### src/rtl/des_gate_interface.sv
// des_gate_interface: DES mesh gate; host job -> 5-flit request packet to router (credit flow), 3-flit result packet from router -> host with credit return
module des_gate_interface #(
  parameter int CHANNEL_WIDTH = 32,
  parameter int ADDR_WIDTH = 4,
  parameter int SERIAL_WIDTH = 4,
  parameter int GATE_ID = 0,
  parameter int ROUTER_CREDITS = 2
) (
  input  logic clk,
  input  logic reset,
  output logic [CHANNEL_WIDTH-1:0] output_channel_dout,
  input  logic credit_in_din,
  input  logic [CHANNEL_WIDTH-1:0] input_channel_din,
  output logic credit_out_dout,
  input  logic job_valid_din,
  output logic job_ready_dout,
  input  logic [ADDR_WIDTH-1:0] dest_din,
  input  logic [SERIAL_WIDTH-1:0] serial_din,
  input  logic [2*CHANNEL_WIDTH-1:0] plaintext_din,
  input  logic [2*CHANNEL_WIDTH-1:0] key_din,
  output logic result_valid_dout,
  input  logic result_ready_din,
  output logic [2*CHANNEL_WIDTH-1:0] ciphertext_dout,
  output logic [SERIAL_WIDTH-1:0] result_serial_dout,
  output logic [ADDR_WIDTH-1:0] result_origin_dout,
  output logic result_witness_dout,
  output logic rx_overrun_dout
);
  localparam int CW = CHANNEL_WIDTH;
  localparam logic [ADDR_WIDTH-1:0] GID = ADDR_WIDTH'(GATE_ID);
  localparam logic [2:0] MAX_CRED = 3'(ROUTER_CREDITS);
  typedef enum logic [2:0] {IDLE, HEAD, PT_HI, PT_LO, KEY_HI, KEY_LO} tx_state_t;
  typedef enum logic [1:0] {WAIT_HEAD, DATA_HI, DATA_LO, FULL} rx_state_t;
  tx_state_t tx_state, tx_next;
  rx_state_t rx_state, rx_next;
  logic [2:0] credit_count;
  logic [2*CW-1:0] pt, key;
  logic [CW-1:0] head, dout_next;
  logic accept, release_slot, is_head;
  assign job_ready_dout = tx_state == IDLE && credit_count != 3'd0;
  assign accept = job_valid_din && job_ready_dout;
  assign is_head = input_channel_din[CW-1];
  assign result_valid_dout = rx_state == FULL;
  assign release_slot = result_valid_dout && result_ready_din;
  always_comb begin
    head = '0;
    head[CW-1] = 1'b1;
    head[SERIAL_WIDTH+3*ADDR_WIDTH-1:0] = {GID, dest_din, GID, serial_din};
  end
  always_comb begin
    tx_next = tx_state;
    dout_next = '0;
    case (tx_state)
      IDLE: begin
        tx_next = accept ? HEAD : IDLE;
        dout_next = accept ? head : '0;
      end
      HEAD: begin
        tx_next = PT_HI;
        dout_next = pt[2*CW-1:CW];
      end
      PT_HI: begin
        tx_next = PT_LO;
        dout_next = pt[CW-1:0];
      end
      PT_LO: begin
        tx_next = KEY_HI;
        dout_next = key[2*CW-1:CW];
      end
      KEY_HI: begin
        tx_next = KEY_LO;
        dout_next = key[CW-1:0];
      end
      default: tx_next = IDLE;
    endcase
  end
  always_ff @(posedge clk) begin
    if (reset) begin
      tx_state <= IDLE;
      output_channel_dout <= '0;
      pt <= '0;
      key <= '0;
    end else begin
      tx_state <= tx_next;
      output_channel_dout <= dout_next;
      if (accept) begin
        pt <= plaintext_din;
        key <= key_din;
      end
    end
  end
  // simultaneous accept and returned credit cancel; returns beyond the router's slot count are ignored
  always_ff @(posedge clk) begin
    if (reset) credit_count <= MAX_CRED;
    else if (accept && !credit_in_din) credit_count <= credit_count - 3'd1;
    else if (!accept && credit_in_din && credit_count != MAX_CRED) credit_count <= credit_count + 3'd1;
  end
  always_comb begin
    rx_next = rx_state;
    case (rx_state)
      WAIT_HEAD: rx_next = is_head ? DATA_HI : WAIT_HEAD;
      DATA_HI:   rx_next = DATA_LO;
      DATA_LO:   rx_next = FULL;
      default:   rx_next = result_ready_din ? WAIT_HEAD : FULL;
    endcase
  end
  always_ff @(posedge clk) begin
    if (reset) begin
      rx_state <= WAIT_HEAD;
      credit_out_dout <= 1'b0;
      ciphertext_dout <= '0;
      result_serial_dout <= '0;
      result_origin_dout <= '0;
      result_witness_dout <= 1'b0;
      rx_overrun_dout <= 1'b0;
    end else begin
      rx_state <= rx_next;
      credit_out_dout <= release_slot;
      if (rx_state == WAIT_HEAD && is_head) begin
        result_serial_dout <= input_channel_din[SERIAL_WIDTH-1:0];
        result_origin_dout <= input_channel_din[SERIAL_WIDTH+ADDR_WIDTH-1:SERIAL_WIDTH];
        result_witness_dout <= input_channel_din[CW-2];
      end
      if (rx_state == DATA_HI) ciphertext_dout[2*CW-1:CW] <= input_channel_din;
      if (rx_state == DATA_LO) ciphertext_dout[CW-1:0] <= input_channel_din;
      // a header while the slot is full means the router ignored our credits; drop it and flag
      if (rx_state == FULL && is_head) rx_overrun_dout <= 1'b1;
    end
  end
endmodule

### config.mk
export PLATFORM = sky130hd
export DESIGN_NAME = des_gate_interface
export DESIGN_NICKNAME = d
export VERILOG_FILES = /design/src/rtl/des_gate_interface.sv
export SDC_FILE = /design/constraint.sdc
export NUM_CORES = 1
export LEC_CHECK = 0
export ABC_AREA = 1
export CAP_MARGIN = 20
export CORE_MARGIN = 2
export CORE_UTILIZATION = 25
export CTS_CLUSTER_SIZE = 24
export DETAILED_ROUTE_END_ITERATION = 6
export GPL_ROUTABILITY_DRIVEN = 0
export GPL_TIMING_DRIVEN = 0
export PLACE_DENSITY = 0.55
export SYNTH_ARGS = -nofsm -noshare
export SYNTH_HDL_FRONTEND = slang
export SYNTH_SLANG_ARGS = --single-unit
export TNS_END_PERCENT = 10
### constraint.sdc
create_clock -name clk -period 2.55 [get_ports clk]
set_input_delay 0.3825 -clock clk [delete_from_list [all_inputs] [get_ports clk]]
set_output_delay 0.3825 -clock clk [all_outputs]
set_load 0.02 [all_outputs]
==> metrics.md <==
| Metric | Value |
|---|---|
| Largest family of logic cells by synthesized area | compound AO/OA/AOI/OAI gates |
| Worst-Skew Late Latency | 0.55 ns |
| Placeable Area | 35,300 sq um |
| Syn_nets | 1,297 |
| Setup repair bufs after CTS | 0 |
| Vias/cell | 4.51 |
| Setup ws final | 0.229 ns |
| HP Class | in2reg |
| CP Capture Type | primary output |
| Total power | 14.3 mW |
| Ys flop type | dfxtp_1 |
| Post-Synth XOR/XNOR Area | 0% |
| Critical Path Start | tx_state[0] |
| Final Hold Viols | 0 |
| Post-layout util | 37.3% |
| Clock sink count | 243 |
| Clock Tree Buf Depth | 3 |
| PD cells | 1090 nW/um^2 |
| Area added between synthesis and finish | 47.9% |
| Arrival time worst endpoint | 1.94 ns |
| DR pass1 iterations | 4 |
| Die area | 37,200 sq um |
| DRT antenna net count | 0 |
| Leakage | 5.04 nW |
| Initial antenna violation count | 3 |
| Status | finished clean |
| IO Pins | 282 |
| VDD IR max | 566 uV |
| Worst-path fanout max | 3 |
| Fillers | 3,754 |
| Avg Cell Area, Syn | 7.97 sq um |
| Die Wd | 193 microns |
| Period minus WS final | 2.32 ns |
| Share of layout cells above drive strength 1 | 6.01% |
| Post-Synth Adder-Cell Area | 0.786% |
| Kind of critical path | reg2out |
| Yosys warns | 0 |
| Crit path capture | job_ready_dout |
| Global-route wire length before repair | 49.3 mm |
| DR vias | 8,621 |
| Multiplexer share of the synthesized area | 0% |
| H-tree level count | 1 |
| Register-to-register path setup slack | 0.84 ns |
| R2R cell count | 5 |
| Unrepaired setup endpoints after global routing | no |
| Max Slew Vio Count | 0 |
| Syn Std Cell Area | 8910 sq um |
| DRC violation count after routing | 0 |
| Num rows | 69 |
| Worst rel slew slack | 44.5% |
| Post-synth EDFFs | 0 |
| Final period util | 91.0% |
| Place WS | 0.0818 ns |
| TritonCTS clock tree | built |
| Clock skew | 0.0131 ns |
| Root Driver | clkbuf_16 |
| Max Cap Violations | 0 |
| Initial core utilization | 25.2% |
| DP HPWL | 25.0 mm |
| Area occupied by multi-input gates | 3140 sq um |
| Final setup vio count | 0 |
| # nets final | 1,609 |
| Ys async rst share | 0% |
| Hold Buf Count CTS | 0 |
| Grt ovf | 0 |
| Fmax | 0.431 GHz |
| Sequential Area | 4860 sq um |
| Worst-path clk slew | 0.06 ns |
| Worst Tran Pin Value | 0.832 ns |
| Critical Path RT | 2.17 ns |
| WL final | 33.4 mm |
| Sequential element share of the synthesized area | 54.6% |
| CP Launch Type | register |
| Routed length per instance | 17.5 microns |
| FF-to-FF End | rx_state[0] |
| Yosys cell types | 27 |
| Compound-Gate Fraction of Synth Area | 24.1% |
| GRT Total Usage | 17.5% |
| Total CTS buffers | 29 |
| Largest net degree at the start of global routing | 15 |
| Synthesized flop and latch total | 243 |
| RR Startpoint | rx_state[0] |
| CTS resizes | 0 |
| Number of port buffers | 281 |
| Vias in the first global route | 8,734 |
| Die H | 193 microns |
| Syn Inst Count | 1,119 |
| Simple-gate share of the synthesized area | 10.3% |
| Setup TNS | 0 ns |
| Initial DRC Count | 363 |
-- final cells by class --
type	count	share of cell area (%)
sequential	243	36.9
clock buffer	40	6.27
clock inverter	8	0.380
antenna	1	0.0190
inverter	145	4.13
multi-input combinational	652	23.8
timing repair buffer	281	21.3
tap	461	4.38
buffer	79	2.78
-- worst min-delay path by stage --
stage	start	to	slack (ns)	depth (start not counted)
floorplan	key[63]	key[63]	0.43	2
global placement	key[49]	key[49]	0.44	2
detailed placement	pt[14]	pt[14]	0.44	2
CTS	result_ready_din	credit_out_dout	0.37	3
global route	dest_din[0]	output_channel_dout[8]	0.40	3
finish	result_ready_din	credit_out_dout	0.41	3
-- stage by stage --
step           hold slack, ns  instance area [sq um]  std cells
2_1_floorplan           0.429                   8910       1119
6_report                0.407                  13200       1910
4_1_cts                 0.370                  13200       1909
3_5_place_dp            0.444                  12300       1861
5_1_grt                 0.399                  13200       1909
3_3_place_gp            0.439                  12300       1861
-- synth_stat cells (2+ instances only) --
master / number / area, sq um
buf_4: 7 / 52.6
nand2_1: 17 / 63.8
inv_2: 3 / 11.3
o21ai_1: 16 / 80.1
nand3_1: 6 / 30.0
o21ai_0: 186 / 931
nor2_1: 205 / 769
a21oi_1: 143 / 716
dfxtp_1: 243 / 4860
o22ai_1: 64 / 400
clkbuf_1: 41 / 154
inv_1: 141 / 529
ha_1: 4 / 50.1
a31oi_1: 2 / 12.5
buf_2: 29 / 145
-- sequential cells by signal, summed over array words and instances, names as in the netlist --
name / flops
ciphertext_dout: 64
key: 64
pt: 64
output_channel_dout: 32
result_origin_dout: 4
result_serial_dout: 4
credit_count: 3
tx_state: 3
rx_state: 2
credit_out_dout: 1
result_witness_dout: 1
rx_overrun_dout: 1
-- where the power goes --
group / total, mW / internal, mW / leakage (nW) / switching [mW]
Clock: 3.85 / 2.24 / 0.435 / 1.61
Sequential: 5.34 / 4.93 / 2.00 / 0.410
Combinational: 5.14 / 1.99 / 2.61 / 3.15
-- routing by layer --
metal | global-route usage, % | vias up | share of wire [%]
met4 | 4.49 | 6 | 2.0
met5 | 0 | - | 0.13
li1 | - | 4293 | -
met3 | 6.33 | 43 | 10
met2 | 29.9 | 310 | 47
met1 | 20.6 | 3969 | 41
-- critical path, stage by stage (launching register included) --
cell             delay [ns]
dfxtp_1                0.33
inv_2                  0.07
nand2_1                0.07
nor2_4                 0.14
and2_1                 0.17
clkdlybuf4s50_1        0.61
-- logic make-up (layout without fill, tap and decap cells) --
logic type,Yosys count,after routing
AO/OA/AOI/OAI,412,412
flip-flops,243,243
AND/OR/NAND/NOR,235,235
buffers and inverters,224,553
adder cells (fa/ha/maj),5,5
other,0,1
-- placed cells by master, fill, tap and decap left out, drive strengths merged --
cell and instances:
a21oi 143, dfxtp 243, nand3 7, and2 1
nand2 18, o211ai 1, a31oi 2, fa 1
clkinv 7, nand4 1, o21ai 202, clkinvlp 1
clkdlybuf4s50 281, ha 4, buf 38, diode 1
nor3 1, nor2 207, clkbuf 81, o22ai 64
inv 145
Power figures use the tool's default switching activity.
